`config.mk`:
```
export PLATFORM = sky130hd
export DESIGN_NAME = pc_seq_ctrl
export DESIGN_NICKNAME = d
export VERILOG_FILES = /design/src/rtl/pc_seq_ctrl.sv
export SDC_FILE = /design/constraint.sdc
export NUM_CORES = 1
export LEC_CHECK = 0
export CORE_ASPECT_RATIO = 0.5
export CORE_UTILIZATION = 35
export CTS_CLUSTER_SIZE = 24
export DETAILED_ROUTE_END_ITERATION = 12
export GPL_TIMING_DRIVEN = 0
export REMOVE_ABC_BUFFERS = 1
export SETUP_SLACK_MARGIN = 0.4
export SYNTH_ARGS = -nofsm -noshare
export SYNTH_HDL_FRONTEND = slang
export SYNTH_SLANG_ARGS = --single-unit
```
`constraint.sdc`:
```
create_clock -name clk -period 3.6 [get_ports clk]
set_input_delay 0.72 -clock clk [delete_from_list [all_inputs] [get_ports clk]]
set_output_delay 0.72 -clock clk [all_outputs]
set_load 0.1 [all_outputs]
```
`src/rtl/pc_seq_ctrl.sv`:
```
// pc_seq_ctrl -- program-counter sequencer for the ctr block.
//
// Each cycle this block decides what the external counter does next: hold,
// count up, count down, or load a jump address. It also keeps a small return
// stack for calls and interrupts.
//
// Ports
//   clk, rst          rising-edge clock; asynchronous active-low reset
//   pc_in             current counter value (ctrOut of ctr)
//   stall             hold the PC this cycle
//   br_req/br_tgt     branch request and target
//   call_req/call_tgt subroutine call and target
//   ret_req           return (pop the stack)
//   rewind            step the PC back by one
//   irq               level interrupt request
//   halt_req/resume   enter and leave HALT
//   ctr_en/dir/jmp    counter enable, direction (1=up), load
//   ctr_jmpLoc        counter load address (0 when not loading)
//   irq_ack           one-cycle pulse when an interrupt is taken
//   halted            high while in HALT
//   stk_err           sticky stack overflow/underflow flag
module pc_seq_ctrl #(
   parameter int            AW      = 10,
   parameter int            DEPTH   = 4,
   parameter logic [AW-1:0] RST_VEC = 10'd0,
   parameter logic [AW-1:0] IRQ_VEC = 10'd16
) (
   input  logic          clk,
   input  logic          rst,
   input  logic [AW-1:0] pc_in,
   input  logic          stall,
   input  logic          br_req,
   input  logic [AW-1:0] br_tgt,
   input  logic          call_req,
   input  logic [AW-1:0] call_tgt,
   input  logic          ret_req,
   input  logic          rewind,
   input  logic          irq,
   input  logic          halt_req,
   input  logic          resume,
   output logic          ctr_en,
   output logic          ctr_dir,
   output logic          ctr_jmp,
   output logic [AW-1:0] ctr_jmpLoc,
   output logic          irq_ack,
   output logic          halted,
   output logic          stk_err
);

   localparam int             SPW      = $clog2(DEPTH + 1);
   localparam int             IW       = (DEPTH > 1) ? $clog2(DEPTH) : 1;
   localparam logic [SPW-1:0] FULL_CNT = SPW'(DEPTH);

   typedef enum logic [1:0] {BOOT, RUN, HALT} state_t;

   state_t         state_q, state_d;
   logic [SPW-1:0] sp_q, sp_d;
   logic           in_isr_q, in_isr_d;
   logic           stk_err_q, stk_err_d;
   logic [AW-1:0]  stk_addr_q [DEPTH];
   logic [AW-1:0]  stk_addr_d [DEPTH];
   logic [DEPTH-1:0] stk_tag_q, stk_tag_d;

   logic          full, empty, irq_take;
   logic [IW-1:0] wr_idx, top_idx;
   logic [AW-1:0] pc_nxt;
   logic          do_push, push_tag, do_pop;
   logic          en_c, dir_c, jmp_c, ack_c, halted_c;
   logic [AW-1:0] loc_c;

   assign full     = (sp_q == FULL_CNT);
   assign empty    = (sp_q == '0);
   assign irq_take = irq & ~in_isr_q;
   // Return address wraps naturally at AW bits.
   assign pc_nxt   = pc_in + 1'b1;
   // Indices are only used when the stack is not full (push) or not empty
   // (pop), so the truncation below never aliases a live slot.
   assign wr_idx   = IW'(sp_q);
   assign top_idx  = IW'(sp_q - 1'b1);

   always_comb begin
      state_d    = state_q;
      sp_d       = sp_q;
      in_isr_d   = in_isr_q;
      stk_err_d  = stk_err_q;
      stk_addr_d = stk_addr_q;
      stk_tag_d  = stk_tag_q;
      do_push    = 1'b0;
      push_tag   = 1'b0;
      do_pop     = 1'b0;
      en_c       = 1'b0;
      dir_c      = 1'b1;
      jmp_c      = 1'b0;
      loc_c      = '0;
      ack_c      = 1'b0;
      halted_c   = 1'b0;

      case (state_q)
         BOOT: begin
            jmp_c   = 1'b1;
            loc_c   = RST_VEC;
            state_d = RUN;
         end

         RUN: begin
            if (halt_req) begin
               state_d = HALT;
            end else if (stall) begin
               // hold; a level irq simply waits for the next free cycle
            end else if (irq_take) begin
               if (full) begin
                  // irq stays pending at its source; count on
                  stk_err_d = 1'b1;
                  en_c      = 1'b1;
               end else begin
                  do_push  = 1'b1;
                  push_tag = 1'b1;
                  jmp_c    = 1'b1;
                  loc_c    = IRQ_VEC;
                  ack_c    = 1'b1;
                  in_isr_d = 1'b1;
               end
            end else if (ret_req) begin
               if (empty) begin
                  stk_err_d = 1'b1;
                  en_c      = 1'b1;
               end else begin
                  do_pop = 1'b1;
                  jmp_c  = 1'b1;
                  loc_c  = stk_addr_q[top_idx];
               end
            end else if (call_req) begin
               if (full) begin
                  stk_err_d = 1'b1;
                  en_c      = 1'b1;
               end else begin
                  do_push = 1'b1;
                  jmp_c   = 1'b1;
                  loc_c   = call_tgt;
               end
            end else if (br_req) begin
               jmp_c = 1'b1;
               loc_c = br_tgt;
            end else if (rewind) begin
               en_c  = 1'b1;
               dir_c = 1'b0;
            end else begin
               en_c = 1'b1;
            end
         end

         HALT: begin
            halted_c = 1'b1;
            if (irq_take) begin
               if (full) begin
                  // cannot save a return address; remain halted
                  stk_err_d = 1'b1;
               end else begin
                  do_push  = 1'b1;
                  push_tag = 1'b1;
                  jmp_c    = 1'b1;
                  loc_c    = IRQ_VEC;
                  ack_c    = 1'b1;
                  in_isr_d = 1'b1;
                  state_d  = RUN;
               end
            end else if (resume) begin
               state_d = RUN;
            end
         end

         default: state_d = BOOT;
      endcase

      if (do_push) begin
         stk_addr_d[wr_idx] = pc_nxt;
         stk_tag_d[wr_idx]  = push_tag;
         sp_d               = sp_q + 1'b1;
      end
      if (do_pop) begin
         sp_d = sp_q - 1'b1;
         if (stk_tag_q[top_idx]) in_isr_d = 1'b0;
      end

      // Outputs follow reset immediately, not just at the next edge.
      if (!rst) begin
         en_c     = 1'b0;
         dir_c    = 1'b1;
         jmp_c    = 1'b0;
         loc_c    = '0;
         ack_c    = 1'b0;
         halted_c = 1'b0;
      end
   end

   always_ff @(posedge clk or negedge rst) begin
      if (!rst) begin
         state_q   <= BOOT;
         sp_q      <= '0;
         in_isr_q  <= 1'b0;
         stk_err_q <= 1'b0;
         stk_tag_q <= '0;
         for (int i = 0; i < DEPTH; i++) stk_addr_q[i] <= '0;
      end else begin
         state_q    <= state_d;
         sp_q       <= sp_d;
         in_isr_q   <= in_isr_d;
         stk_err_q  <= stk_err_d;
         stk_tag_q  <= stk_tag_d;
         stk_addr_q <= stk_addr_d;
      end
   end

   assign ctr_en     = en_c;
   assign ctr_dir    = dir_c;
   assign ctr_jmp    = jmp_c;
   assign ctr_jmpLoc = loc_c;
   assign irq_ack    = ack_c;
   assign halted     = halted_c;
   assign stk_err    = stk_err_q;

endmodule

```
# After elaboration in Yosys (flattened, before gate mapping)
# Cells that the tools add are included.
[totals]
ff_bits = 51
output_inout_bits = 16
wordCells = 134
[op_classes]
addsub = 3
n_lt_le_gt_ge = 6
eq_ne = 11
n_mux = 93
bitwise = 4
reduce_logical = 8
[ops]
columns = ["operator", "n"]
rows = [
  ["2-to-1 mux 10 bit", 13],
  ["2-to-1 mux 1 bit", 60],
  ["bitwise mux 40 bit", 1],
  ["binary-select mux 10 bit (select 2 bit)", 1],
  ["demux 10 bit (select 2 bit)", 1],
  ["case mux 10 bit (2 select lines)", 1],
  ["adder 10 x 1 -> 10 bit, second input constant", 1],
  ["2-to-1 mux 2 bit", 4],
  ["!= test 2 bit, second input constant", 4],
  ["!= test 4 bit, second input constant", 2],
  ["case mux 1 bit (2 select lines)", 4],
  [">= comparator 3 bit, second input constant", 2],
  ["less-than comparator 2 x 3 -> 1 bit, second input constant", 2],
  ["2-to-1 mux 3 bit", 2],
  ["!= test 3 bit, second input constant", 2],
  ["inverter 2 -> 3 bit", 2],
  ["case mux 2 bit (3 select lines)", 1],
  ["AND reduction 6 bit", 1],
  ["2-to-1 mux 5 bit", 1],
  ["bitwise mux 4 bit", 1],
  ["nonzero test 2 bit", 2],
  ["adder 3 x 1 -> 3 bit, second input constant", 1],
  ["== test 3 bit, second input constant", 1],
  ["zero test 3 bit", 1],
  ["other kinds (13)", 14],
]

# Longest topological paths before layout
[depth]
ltp_word = 12
mapped_depth = 9

# Least setup slack after synthesis
# Ideal clock, no wire load.
[synth_path]
path_kind = "register -> output"
startpoint = "register sp_q[0]"
endpoint = "output port ctr_jmpLoc[4]"
arrival_time_ns = 4.317
required_time_ns = 2.880
slack_ns = -1.437
stages_incl_launch_ff = 9
n_path_buf = 1
cell_sequence = "dfrtp_1 -> buf_2 -> inv_1 -> ha_1 -> and2_0 -> nor2_1 -> a221oi_1 -> a21o_1 -> a211oi_1"
[synth_between]
elab_chain_len = 12
[synth_lines]
columns = ["item", "line_no", "source"]
rows = [
  ["start: declaration", "57", "logic [SPW-1:0] sp_q, sp_d;"],
  ["start signal: assignment", "206", "sp_q <= sp_d;"],
  ["subtractor 3 x 1 -> 3 bit", "--", ""],
  ["inverter 2 -> 3 bit (not written as such)", "130", "loc_c = stk_addr_q[top_idx];"],
  ["binary-select mux 10 bit (select 2 bit)", "130", ""],
  ["2-to-1 mux 10 bit (not written as such) (2 in a row)", "130", ""],
  ["2-to-1 mux 10 bit", "124", "if (empty) begin"],
  ["2-to-1 mux 10 bit", "123", "end else if (ret_req) begin"],
  ["2-to-1 mux 10 bit", "110", "end else if (irq_take) begin"],
  ["2-to-1 mux 10 bit", "108", "end else if (stall) begin"],
  ["2-to-1 mux 10 bit", "106", "if (halt_req) begin"],
  ["case mux 10 bit (2 select lines) (*)", "98", "case (state_q)"],
  ["2-to-1 mux 10 bit (*)", "186", "if (!rst) begin"],
  ["end: declaration", "44", "output logic [AW-1:0] ctr_jmpLoc,"],
]
# Mark *: on every way between the ends. The rest lies on a longest branch, timed or not. The select of a mux whose other input is x is not followed.

# Worst setup path after layout
[layout_path]
startpoint = "input port stall"
endpoint = "output port ctr_jmpLoc[0]"
[layout_between]
elab_chain_len = 4
[layout_lines]
columns = ["item", "line_no", "source"]
rows = [
  ["start: declaration", "31", "input logic stall,"],
  ["2-to-1 mux 10 bit", "108", ""],
  ["2-to-1 mux 10 bit", "106", ""],
  ["case mux 10 bit (2 select lines)", "98", ""],
  ["2-to-1 mux 10 bit", "186", ""],
]
# Every way passes these cells.

==> metrics.yaml <==
seq_area_sq_um: 1280
multi_input_area_sq_um: 1600
setup_violations: 0
die_h_microns: 66.0
synth.top_cell.area_share_pct: 44.5
dp.cells: 434
synth-compound-area-share_pct: 17.0
hold_viol: 0
synthToLayoutAreaGrowth_pct: 36.6
netlist_area_sq_um: 2870
grt_usage_pct: 18.6
setup-tns-final_ps: 0
cts_hold_buf: 0
synth_top_family_by_area: "compound AO/OA/AOI/OAI gates"
yosysTopAreaCell: "dfrtp_1"
rsz0062_at_grt: "true"
num_rows: 22
port_buffers: 55
post-route-util_pct: 51.4
root_buffer: "clkbuf_16"
grt_start_max_net_pins: 40
fillers: 674
synth_edf_count: 0
slew_violations: 0
fin_crit_ps: 3200
clk_pin_slew_ps: 70
post_drt_wl_per_cell_microns: 16.8
muxShareOfSynthArea_pct: 12.3
start_kind: "primary input"
dp_hpwl_microns: 5140
antenna_found_initial: 0
endpoint_kind: "output port"
htreeDepth: 2
ys_ff_latch: 51
finalCritPeriodShare_pct: 89.0
synthMostInstantiatedCell: "dfrtp_1"
fin_worst_skew_ps: 3.55
async_flop_share_pct: 100
syn_inst: 283
synth.avg_cell_area_sq_um: 10.1
remaining_drc_errors: 0
clock_path_buffers: 2
route.vias.total: 2457
drive_gt1_share_pct: 23.1
synth_xor_area_share_pct: 3.06
fmax_mhz: 312
power_w: 0.00274
maxCapViolCount: 0
synthTopCellsByArea: "dfrtp_1 (45%), mux4_2 (8.6%), nor2_1 (6.2%)"
worstSkewPairLatency_ps: 290
drt_iter0_drc: 212
critPathKind: "in2out"
num_io_pins: 56
synth_cell_types: 46
synthSimpleGateAreaFrac_pct: 14.7
cts_buffers: 5
clock_sinks: 51
vdd_ir_drop_max_uv: 269
firstDrtPassIters: 5
worstPathArrival_ps: 2480
worst_pin_slew_ps: 1070
finalNetCount: 396
grt_pass1_wl_microns: 12000
postRouteAntennaNets: 0
gp_congestion: 0.784
synthAdderAreaFrac_pct: 4.36
hold_class: "in2async"
path_max_fanout: 8
initial_core_util_pct: 37.6
status: "finished clean"
required_ps: 2880
synth_seq_area_share_pct: 44.5
synthFlopType: "dfrtp_1"
power.density_nw_per_um2: 701
synth_warnings: 0
antennaDiodeCount: 0
viasPerCell: 5.40
cts_tree: "built"
slew_headroom_pct: 28.7
final_cells: 455
dieArea_sq_um: 8580
die_x_microns: 130
leakagePower_nw: 1.66
grt_pass1_vias: 2398
grt-ovfl-total: 0
ys_top_cells_by_count: "dfrtp_1 (51), nor2_1 (47), a21oi_1 (31), nand2_1 (25), o21ai_0 (14)"
core_sq_um: 7620
wirelength_microns: 7620
final timing paths:
path                       slack, ps             end  cells after the start  startpoint
min reg2reg                      460         stk_err                      1     stk_err
max in group asynchronous       2650         sp_q[0]                      2         rst
max reg2reg                      650    stk_tag_q[0]                      6  state_q[1]
min                              370  stk_addr_q[35]                      1         rst
min in group clk                 460         stk_err                      1     stk_err
max                              400   ctr_jmpLoc[0]                      6       stall
state kept, by name (all words and copies together) (netlist names):
register / cells
stk_addr_q: 40
sp_q: 3
state_q: 2
stk_err: 1
stk_tag_q: 4
in_isr_q: 1
cells in the final DEF (no fill, tap or decap), types with 4 or more instances in the layout:
| master | synthesis | routed |
|---|---|---|
| a222oi_1 | 9 | 9 |
| nand2_1 | 25 | 25 |
| and3_1 | 4 | 4 |
| mux4_2 | 11 | 11 |
| nand3_1 | 6 | 5 |
| clkdlybuf4s50_1 | 0 | 36 |
| nor2_4 | 0 | 8 |
| ha_1 | 10 | 9 |
| buf_6 | 3 | 4 |
| xnor2_1 | 7 | 7 |
| o21ai_0 | 14 | 14 |
| a21oi_1 | 31 | 31 |
| dfrtp_1 | 51 | 50 |
| buf_8 | 0 | 4 |
| clkbuf_16 | 0 | 5 |
| inv_1 | 7 | 6 |
| o211ai_1 | 4 | 4 |
| nor2_1 | 47 | 36 |
| buf_4 | 3 | 16 |
| mux2_1 | 6 | 6 |
where the power goes:
part | switching, W | total (W) | leakage (nW) | internal (W)
Sequential | 0.000134 | 0.000946 | 0.647 | 0.000812
Combinational | 0.000724 | 0.00132 | 0.945 | 0.000593
Clock | 0.000219 | 0.000481 | 0.0717 | 0.000262
cell families (layout without fill, tap and decap cells):
logic type	Yosys count	in the layout
compound gates	75	75
buf+inv	22	86
mux	20	20
xor+xnor	10	10
fa+ha+maj	10	10
flops	51	51
simple gates	95	95
metal layers:
| layer | GRT usage (%) | routed length [microns] | share of wire [%] |
|---|---|---|---|
| met1 | 23.3 | 3260 | 43 |
| met5 | 0 | 0 | 0 |
| met3 | 3.16 | 394 | 5.2 |
| met4 | 4.51 | 68 | 0.89 |
| met2 | 33.7 | 3900 | 51 |
stage by stage:
step	hold WS, ps	area [sq um]	setup WS (ps)
finish	371	3920	396
global route	392	3920	321
CTS	381	3720	219
detailed placement	447	3490	-1460
global placement	441	3460	-2340
floorplan	424	2770	-1700
critical path: stages:
cell and delay, ps:
clkdlybuf4s50_1 440, or3b_4 440, nor2_4 160, nand3_4 250
nor2_2 240, buf_8 220
area by class of cell:
class                      count  area share, %
inverter                       7          0.767
timing repair buffer          71           18.4
sequential                    51           32.7
clock inverter                 3          0.607
clock buffer                   5           3.19
tap                          108           3.45
multi-input combinational    210           40.9
what timing repair did:
item | CTS | global route
pin swaps | 1 | 4
setup buffers | 4 | 9
setup endpoints to repair | 49 | 17
gates resized for setup | 108 | 37
Power figures use the tool's default switching activity.
